[config.mk]
export PLATFORM = sky130hd
export DESIGN_NAME = hack_fetch_unit
export DESIGN_NICKNAME = d
export VERILOG_FILES = /design/src/rtl/hack_pkg.sv /design/src/rtl/fetch_skid_buf.sv /design/src/rtl/hack_fetch_unit.sv
export SDC_FILE = /design/constraint.sdc
export NUM_CORES = 1
export LEC_CHECK = 0
export ABC_AREA = 1
export CORE_ASPECT_RATIO = 0.75
export CORE_MARGIN = 5
export CORE_UTILIZATION = 45
export DETAILED_ROUTE_END_ITERATION = 7
export PLACE_DENSITY = 0.75
export SLEW_MARGIN = 30
export SYNTH_ARGS = -nofsm -noshare
export SYNTH_HDL_FRONTEND = slang
export SYNTH_SLANG_ARGS = --single-unit
[constraint.sdc]
create_clock -name clk -period 1.9 [get_ports clk]
set_clock_uncertainty 0.15 [all_clocks]
set_input_delay 0.38 -clock clk [delete_from_list [all_inputs] [get_ports clk]]
set_output_delay 0.38 -clock clk [all_outputs]
set_load 0.05 [all_outputs]
[src/rtl/hack_pkg.sv]
// Shared constants and types for the Hack CPU fetch path.
package hack_pkg;

    localparam int HACK_ADDR_W = 15;
    localparam int HACK_DATA_W = 16;

    typedef logic [HACK_ADDR_W-1:0] hack_addr_t;
    typedef logic [HACK_DATA_W-1:0] hack_word_t;

    localparam hack_addr_t HACK_RESET_PC = '0;

endpackage : hack_pkg

[src/rtl/fetch_skid_buf.sv]
// One-entry skid register holding an instruction word and its PC.
// flush_i wins over load_i, which wins over clear_i.
module fetch_skid_buf
    import hack_pkg::*;
#(
    parameter int ADDR_W = HACK_ADDR_W,
    parameter int DATA_W = HACK_DATA_W
) (
    input  logic              clk,
    input  logic              rst_n,
    input  logic              flush_i,
    input  logic              load_i,
    input  logic              clear_i,
    input  logic [DATA_W-1:0] data_i,
    input  logic [ADDR_W-1:0] pc_i,
    output logic              valid_o,
    output logic [DATA_W-1:0] data_o,
    output logic [ADDR_W-1:0] pc_o
);

    logic              valid_q;
    logic [DATA_W-1:0] data_q;
    logic [ADDR_W-1:0] pc_q;

    // Capture a word when loaded, drop it on flush or when it has been drained.
    always_ff @(posedge clk or negedge rst_n) begin
        if (!rst_n) begin
            valid_q <= 1'b0;
            data_q  <= '0;
            pc_q    <= '0;
        end else if (flush_i) begin
            valid_q <= 1'b0;
        end else if (load_i) begin
            valid_q <= 1'b1;
            data_q  <= data_i;
            pc_q    <= pc_i;
        end else if (clear_i) begin
            valid_q <= 1'b0;
        end
    end

    assign valid_o = valid_q;
    assign data_o  = data_q;
    assign pc_o    = pc_q;

endmodule : fetch_skid_buf

[src/rtl/hack_fetch_unit.sv]
// Hack CPU instruction fetch: owns the PC, drives the synchronous ROM,
// tags returned words with their PC and hands them downstream over
// valid/ready. A one-entry skid absorbs the word already in flight when
// the consumer stalls; a jump flushes every stage and redirects the PC.
module hack_fetch_unit
    import hack_pkg::*;
#(
    parameter int                ADDR_W   = HACK_ADDR_W,
    parameter int                DATA_W   = HACK_DATA_W,
    parameter logic [ADDR_W-1:0] RESET_PC = HACK_RESET_PC
) (
    input  logic              clk,
    input  logic              rst_n,
    output logic [ADDR_W-1:0] rom_addr,
    input  logic [DATA_W-1:0] rom_data,
    input  logic              enable,
    input  logic              jump_valid,
    input  logic [ADDR_W-1:0] jump_target,
    output logic              instr_valid,
    input  logic              instr_ready,
    output logic [DATA_W-1:0] instr,
    output logic [ADDR_W-1:0] instr_pc
);

    logic [ADDR_W-1:0] f_pc_q, f_pc_d;
    logic              rq_valid_q, rq_valid_d;
    logic [ADDR_W-1:0] rq_pc_q, rq_pc_d;
    logic              out_valid_q, out_valid_d;
    logic [DATA_W-1:0] out_data_q, out_data_d;
    logic [ADDR_W-1:0] out_pc_q, out_pc_d;

    logic              skid_valid;
    logic [DATA_W-1:0] skid_data;
    logic [ADDR_W-1:0] skid_pc;
    logic              skid_load;
    logic              skid_clear;

    logic              issue;
    logic              cons;
    logic              out_free;

    // Issue only when every word that could come back has a guaranteed slot.
    always_comb begin
        issue    = enable & ~jump_valid & ~skid_valid
                 & ~(rq_valid_q & out_valid_q & ~instr_ready);
        cons     = out_valid_q & instr_ready;
        out_free = ~out_valid_q | cons;

        rq_valid_d = issue;
        rq_pc_d    = issue ? f_pc_q : rq_pc_q;
        if (jump_valid) begin
            f_pc_d = jump_target;
        end else if (issue) begin
            f_pc_d = f_pc_q + 1'b1;
        end else begin
            f_pc_d = f_pc_q;
        end
    end

    // Output register refill: skid first (it is older), then the ROM response.
    always_comb begin
        out_valid_d = out_valid_q;
        out_data_d  = out_data_q;
        out_pc_d    = out_pc_q;
        skid_load   = 1'b0;
        skid_clear  = 1'b0;

        if (jump_valid) begin
            out_valid_d = 1'b0;
        end else if (skid_valid && out_free) begin
            out_valid_d = 1'b1;
            out_data_d  = skid_data;
            out_pc_d    = skid_pc;
            if (rq_valid_q) begin
                skid_load = 1'b1;
            end else begin
                skid_clear = 1'b1;
            end
        end else if (rq_valid_q && out_free) begin
            out_valid_d = 1'b1;
            out_data_d  = rom_data;
            out_pc_d    = rq_pc_q;
        end else if (rq_valid_q) begin
            skid_load = 1'b1;
        end else if (cons) begin
            out_valid_d = 1'b0;
        end
    end

    // PC, outstanding-request and output registers.
    always_ff @(posedge clk or negedge rst_n) begin
        if (!rst_n) begin
            f_pc_q      <= RESET_PC;
            rq_valid_q  <= 1'b0;
            rq_pc_q     <= '0;
            out_valid_q <= 1'b0;
            out_data_q  <= '0;
            out_pc_q    <= '0;
        end else begin
            f_pc_q      <= f_pc_d;
            rq_valid_q  <= rq_valid_d;
            rq_pc_q     <= rq_pc_d;
            out_valid_q <= out_valid_d;
            out_data_q  <= out_data_d;
            out_pc_q    <= out_pc_d;
        end
    end

    fetch_skid_buf #(
        .ADDR_W (ADDR_W),
        .DATA_W (DATA_W)
    ) u_skid (
        .clk     (clk),
        .rst_n   (rst_n),
        .flush_i (jump_valid),
        .load_i  (skid_load),
        .clear_i (skid_clear),
        .data_i  (rom_data),
        .pc_i    (rq_pc_q),
        .valid_o (skid_valid),
        .data_o  (skid_data),
        .pc_o    (skid_pc)
    );

    assign rom_addr    = f_pc_q;
    assign instr_valid = out_valid_q;
    assign instr       = out_data_q;
    assign instr_pc    = out_pc_q;

endmodule : hack_fetch_unit

==> out/metrics.cfg <==
[outcome]
status = finished, final reports clean

[place]
pre_cts_slack_ns = -0.122
port_buffers = 82
gp_congestion = 0.871
dp_hpwl_um = 7610

[worst_setup_path]
worstPathRequired_ns = 2.02
ff2ff_setup_slack_ns = 0.26
cp_slowest_stage_delay_ns = 0.46
end_kind = flop
worstSetupStartpoint = instr_ready
slowest_stage = clkdlybuf4s50_1
worstRegToRegCells = 7
cp_common_cell = nor2_4
critPathLaunchType = input port
critPathMaxFanout = 31
critical_path_class = in2reg
timing.rr.start = rom_addr[1]$_DFFE_PN0P_
r2r-end = rom_addr[10]$_DFFE_PN0P_
path_cells = clkdlybuf4s50_1 > nor2_4 > nor2_4 > inv_2 > nand2_1 > o21ai_1
crit_path_end = instr_pc[4]$_DFFE_PN0P_
arrival_ns = 1.79

[clocking]
clock_path_buffers = 2
clk_latency_ns = 0.34
clk_pin_slew_worst_paths_ns = 0.07
cts_tree = yes
cts_sinks = 95
cts_root_buffer = clkbuf_16
htreeDepth = 3
cts_setup_buffers = 0
cts_buffers = 9

[cells_and_area]
finalNetCount = 651
fillers = 798
n_antenna_cell = 0
drive_gt1_frac = 0.155
area_growth_pct = 27.4

[grt]
first_global_vias = 3767
track_usage = 0.188
grt_max_degree = 45
grt_overflow = 0
antenna_found_initial = 0
grt_pass1_wl_um = 18300

[sta]
finalCritPeriodShare = 0.881
worst_slack_ns = 0.226
slew_violations = 0
rsz0062_at_grt = no
min_period_ns = 1.67
hold_violations = 0
relSlewSlack = 0.638
setup_viol = 0
fmaxAchievable_mhz = 597
worst-slew-pin-transition_ns = 0.543

[power_and_ir_drop]
power_frac_comb = 0.289
peakVddDrop_uv = 431
seqPwrFrac = 0.434
internal-power_w = 0.00390
swShare = 0.368
pwr-share-clk = 0.277
power_w = 0.00618
leakage_nw = 2.72
power_density_nw_per_um2 = 1090
power_switching_w = 0.00228

[logic_synthesis]
syn_inst = 532
synth_edf_count = 0
synth_fp_nets = 569
yosys.area_share.simple = 0.190
synth_top_family_by_area = simple AND/OR/NAND/NOR gates
synth_xor_area_frac = 0.00393
synth_area_um2 = 4460
postSynthAreaPerCell_um2 = 8.38
ys_seq_elements = 95
yosysWarnings = 0
synthDistinctLibCells = 27
synth_compound_area_frac = 0.172
ys.flop_type = dfrtp_1
synthAdderAreaFrac = 0.00281
seq_area_frac_synth = 0.534
muxShareOfSynthArea = 0
synthArstFlopShare = 1.00

[detailed_routing]
dr.pass1.iters = 7
drc = 0
wire_per_inst_um = 14.6
viasPerCell = 5.22
vias = 3923
drt_iter0_markers = 413
ant_nets = 0
totalWireLength_um = 11000

[min_path]
hp-class = reg2reg
hold_depth = 2

[floorplan]
die_w_um = 125
dieArea_um2 = 12000
rows = 31
core_region_area_um2 = 9660
start_util = 0.461
io_pins = 83
die_y_um = 96.2

[flow_run]
maxCapViolCount = 0

-- flip-flops by register name (all words and copies together) (netlist names) --
signal / flops
rq_pc_q: 15
u_skid.data_o: 16
u_skid.pc_o: 15
rq_valid_q: 1
u_skid.valid_o: 1
instr_pc: 15
instr: 16
instr_valid: 1
rom_addr: 15
-- synth_stat cells, types with 2 or more instances --
cell type  number  share of area
o21ai_1       100           0.11
nand2_2         2         0.0028
buf_4           6          0.010
inv_1          54          0.045
clkbuf_1       10         0.0084
nand2_1       135           0.11
nor2_1         13          0.011
a21oi_1        33          0.037
dfrtp_1        95           0.53
nand3_1        36          0.040
o21ai_0        11          0.012
nand4_1         6         0.0084
buf_2           5         0.0056
buf_6           9          0.023
inv_2           2         0.0017
nor2_4          4          0.010
-- cell families after synthesis --
logic type / Yosys count
xor+xnor: 2
fa+ha+maj: 1
compound gates: 148
simple gates: 198
buf+inv: 88
flops: 95
-- through the flow --
step           setup TNS (ns)  std cells  area, µm²  hold slack (ns)  utilization
2_1_floorplan               0        532       4460          -0.0656            -
3_3_place_gp            -2.41        734       5390            0.225        0.558
3_5_place_dp            -3.59        734       5390            0.229        0.558
4_1_cts                     0        751       5680            0.346        0.588
5_1_grt                     0        751       5680            0.360        0.588
6_report                    0        751       5680            0.341        0.588
-- area by class of cell --
class                      instances  area [µm²]  share of cell area
clock buffer                       9         225              0.0397
clock inverter                     7        57.6              0.0101
inverter                          58         225              0.0397
multi-input combinational        349        1640               0.290
sequential                        95        2380               0.419
tap                              132         165              0.0291
timing repair buffer             101         983               0.173
-- critical path: cells and delay by family --
family	cells	cell delay, ns
AND/OR/NAND/NOR	3	0.44
buffers and inverters	2	0.87
AO/OA/AOI/OAI	1	0.10
-- power by group through the flow --
stage | sequential, W | clock [W] | combinational, W
global route | 0.00273 | 0.00184 | 0.00193
finish | 0.00268 | 0.00171 | 0.00179
global placement | 0.00269 | 0 | 0.00176
detailed placement | 0.00271 | 0 | 0.00180
CTS | 0.00268 | 0.00172 | 0.00180
floorplan | 0.00329 | 0 | 0.000525
-- placed cells by master, fill, tap and decap left out --
| master | synthesis | routed |
|---|---|---|
| xnor2_1 | 1 | 1 |
| inv_6 | 1 | 3 |
| o21ai_0 | 11 | 11 |
| nand2_4 | 1 | 1 |
| o211ai_1 | 1 | 1 |
| nor2_4 | 4 | 4 |
| clkbuf_16 | 0 | 9 |
| ha_1 | 1 | 1 |
| buf_4 | 6 | 55 |
| clkinv_4 | 0 | 2 |
| inv_2 | 2 | 2 |
| o21ai_2 | 1 | 1 |
| a21oi_1 | 33 | 33 |
| buf_12 | 0 | 11 |
| or2_2 | 1 | 1 |
| clkinvlp_4 | 0 | 3 |
| clkdlybuf4s50_1 | 0 | 34 |
| dfrtp_1 | 95 | 95 |
| xor2_1 | 1 | 1 |
| nand2_2 | 2 | 2 |
| nand2_1 | 135 | 135 |
| dlygate4sd3_1 | 0 | 1 |
| nor2_1 | 13 | 13 |
| nand4_1 | 6 | 6 |
| inv_1 | 54 | 54 |
| inv_4 | 1 | 1 |
| o21bai_1 | 1 | 1 |
| nand3_1 | 36 | 36 |
| o211ai_4 | 1 | 1 |
| o21ai_1 | 100 | 100 |
-- timing repair --
item | CTS | global route
hold buffers | 1 | 0
resized for setup | 0 | 0
hold endpoints to repair | 32 | 0
-- how the worst min path moves through the flow --
stage / from / end
global route: u_skid.pc_o[14]$_DFFE_PN0P_ / u_skid.pc_o[14]$_DFFE_PN0P_
detailed placement: rst_n / instr_pc[2]$_DFFE_PN0P_
CTS: u_skid.data_o[13]$_DFFE_PN0P_ / u_skid.data_o[13]$_DFFE_PN0P_
finish: u_skid.pc_o[10]$_DFFE_PN0P_ / u_skid.pc_o[10]$_DFFE_PN0P_
floorplan: rst_n / instr[0]$_DFFE_PN0P_
global placement: rst_n / instr_pc[2]$_DFFE_PN0P_
-- metal layers --
| layer | vias to the layer above | GRT usage | part of all wire |
|---|---|---|---|
| met5 | - | 0 | 0 |
| met4 | 0 | 0.0532 | 0.011 |
| met1 | 1850 | 0.249 | 0.45 |
| li1 | 1903 | - | - |
| met2 | 152 | 0.297 | 0.46 |
| met3 | 18 | 0.0632 | 0.079 |
Power figures use the tool's default switching activity.
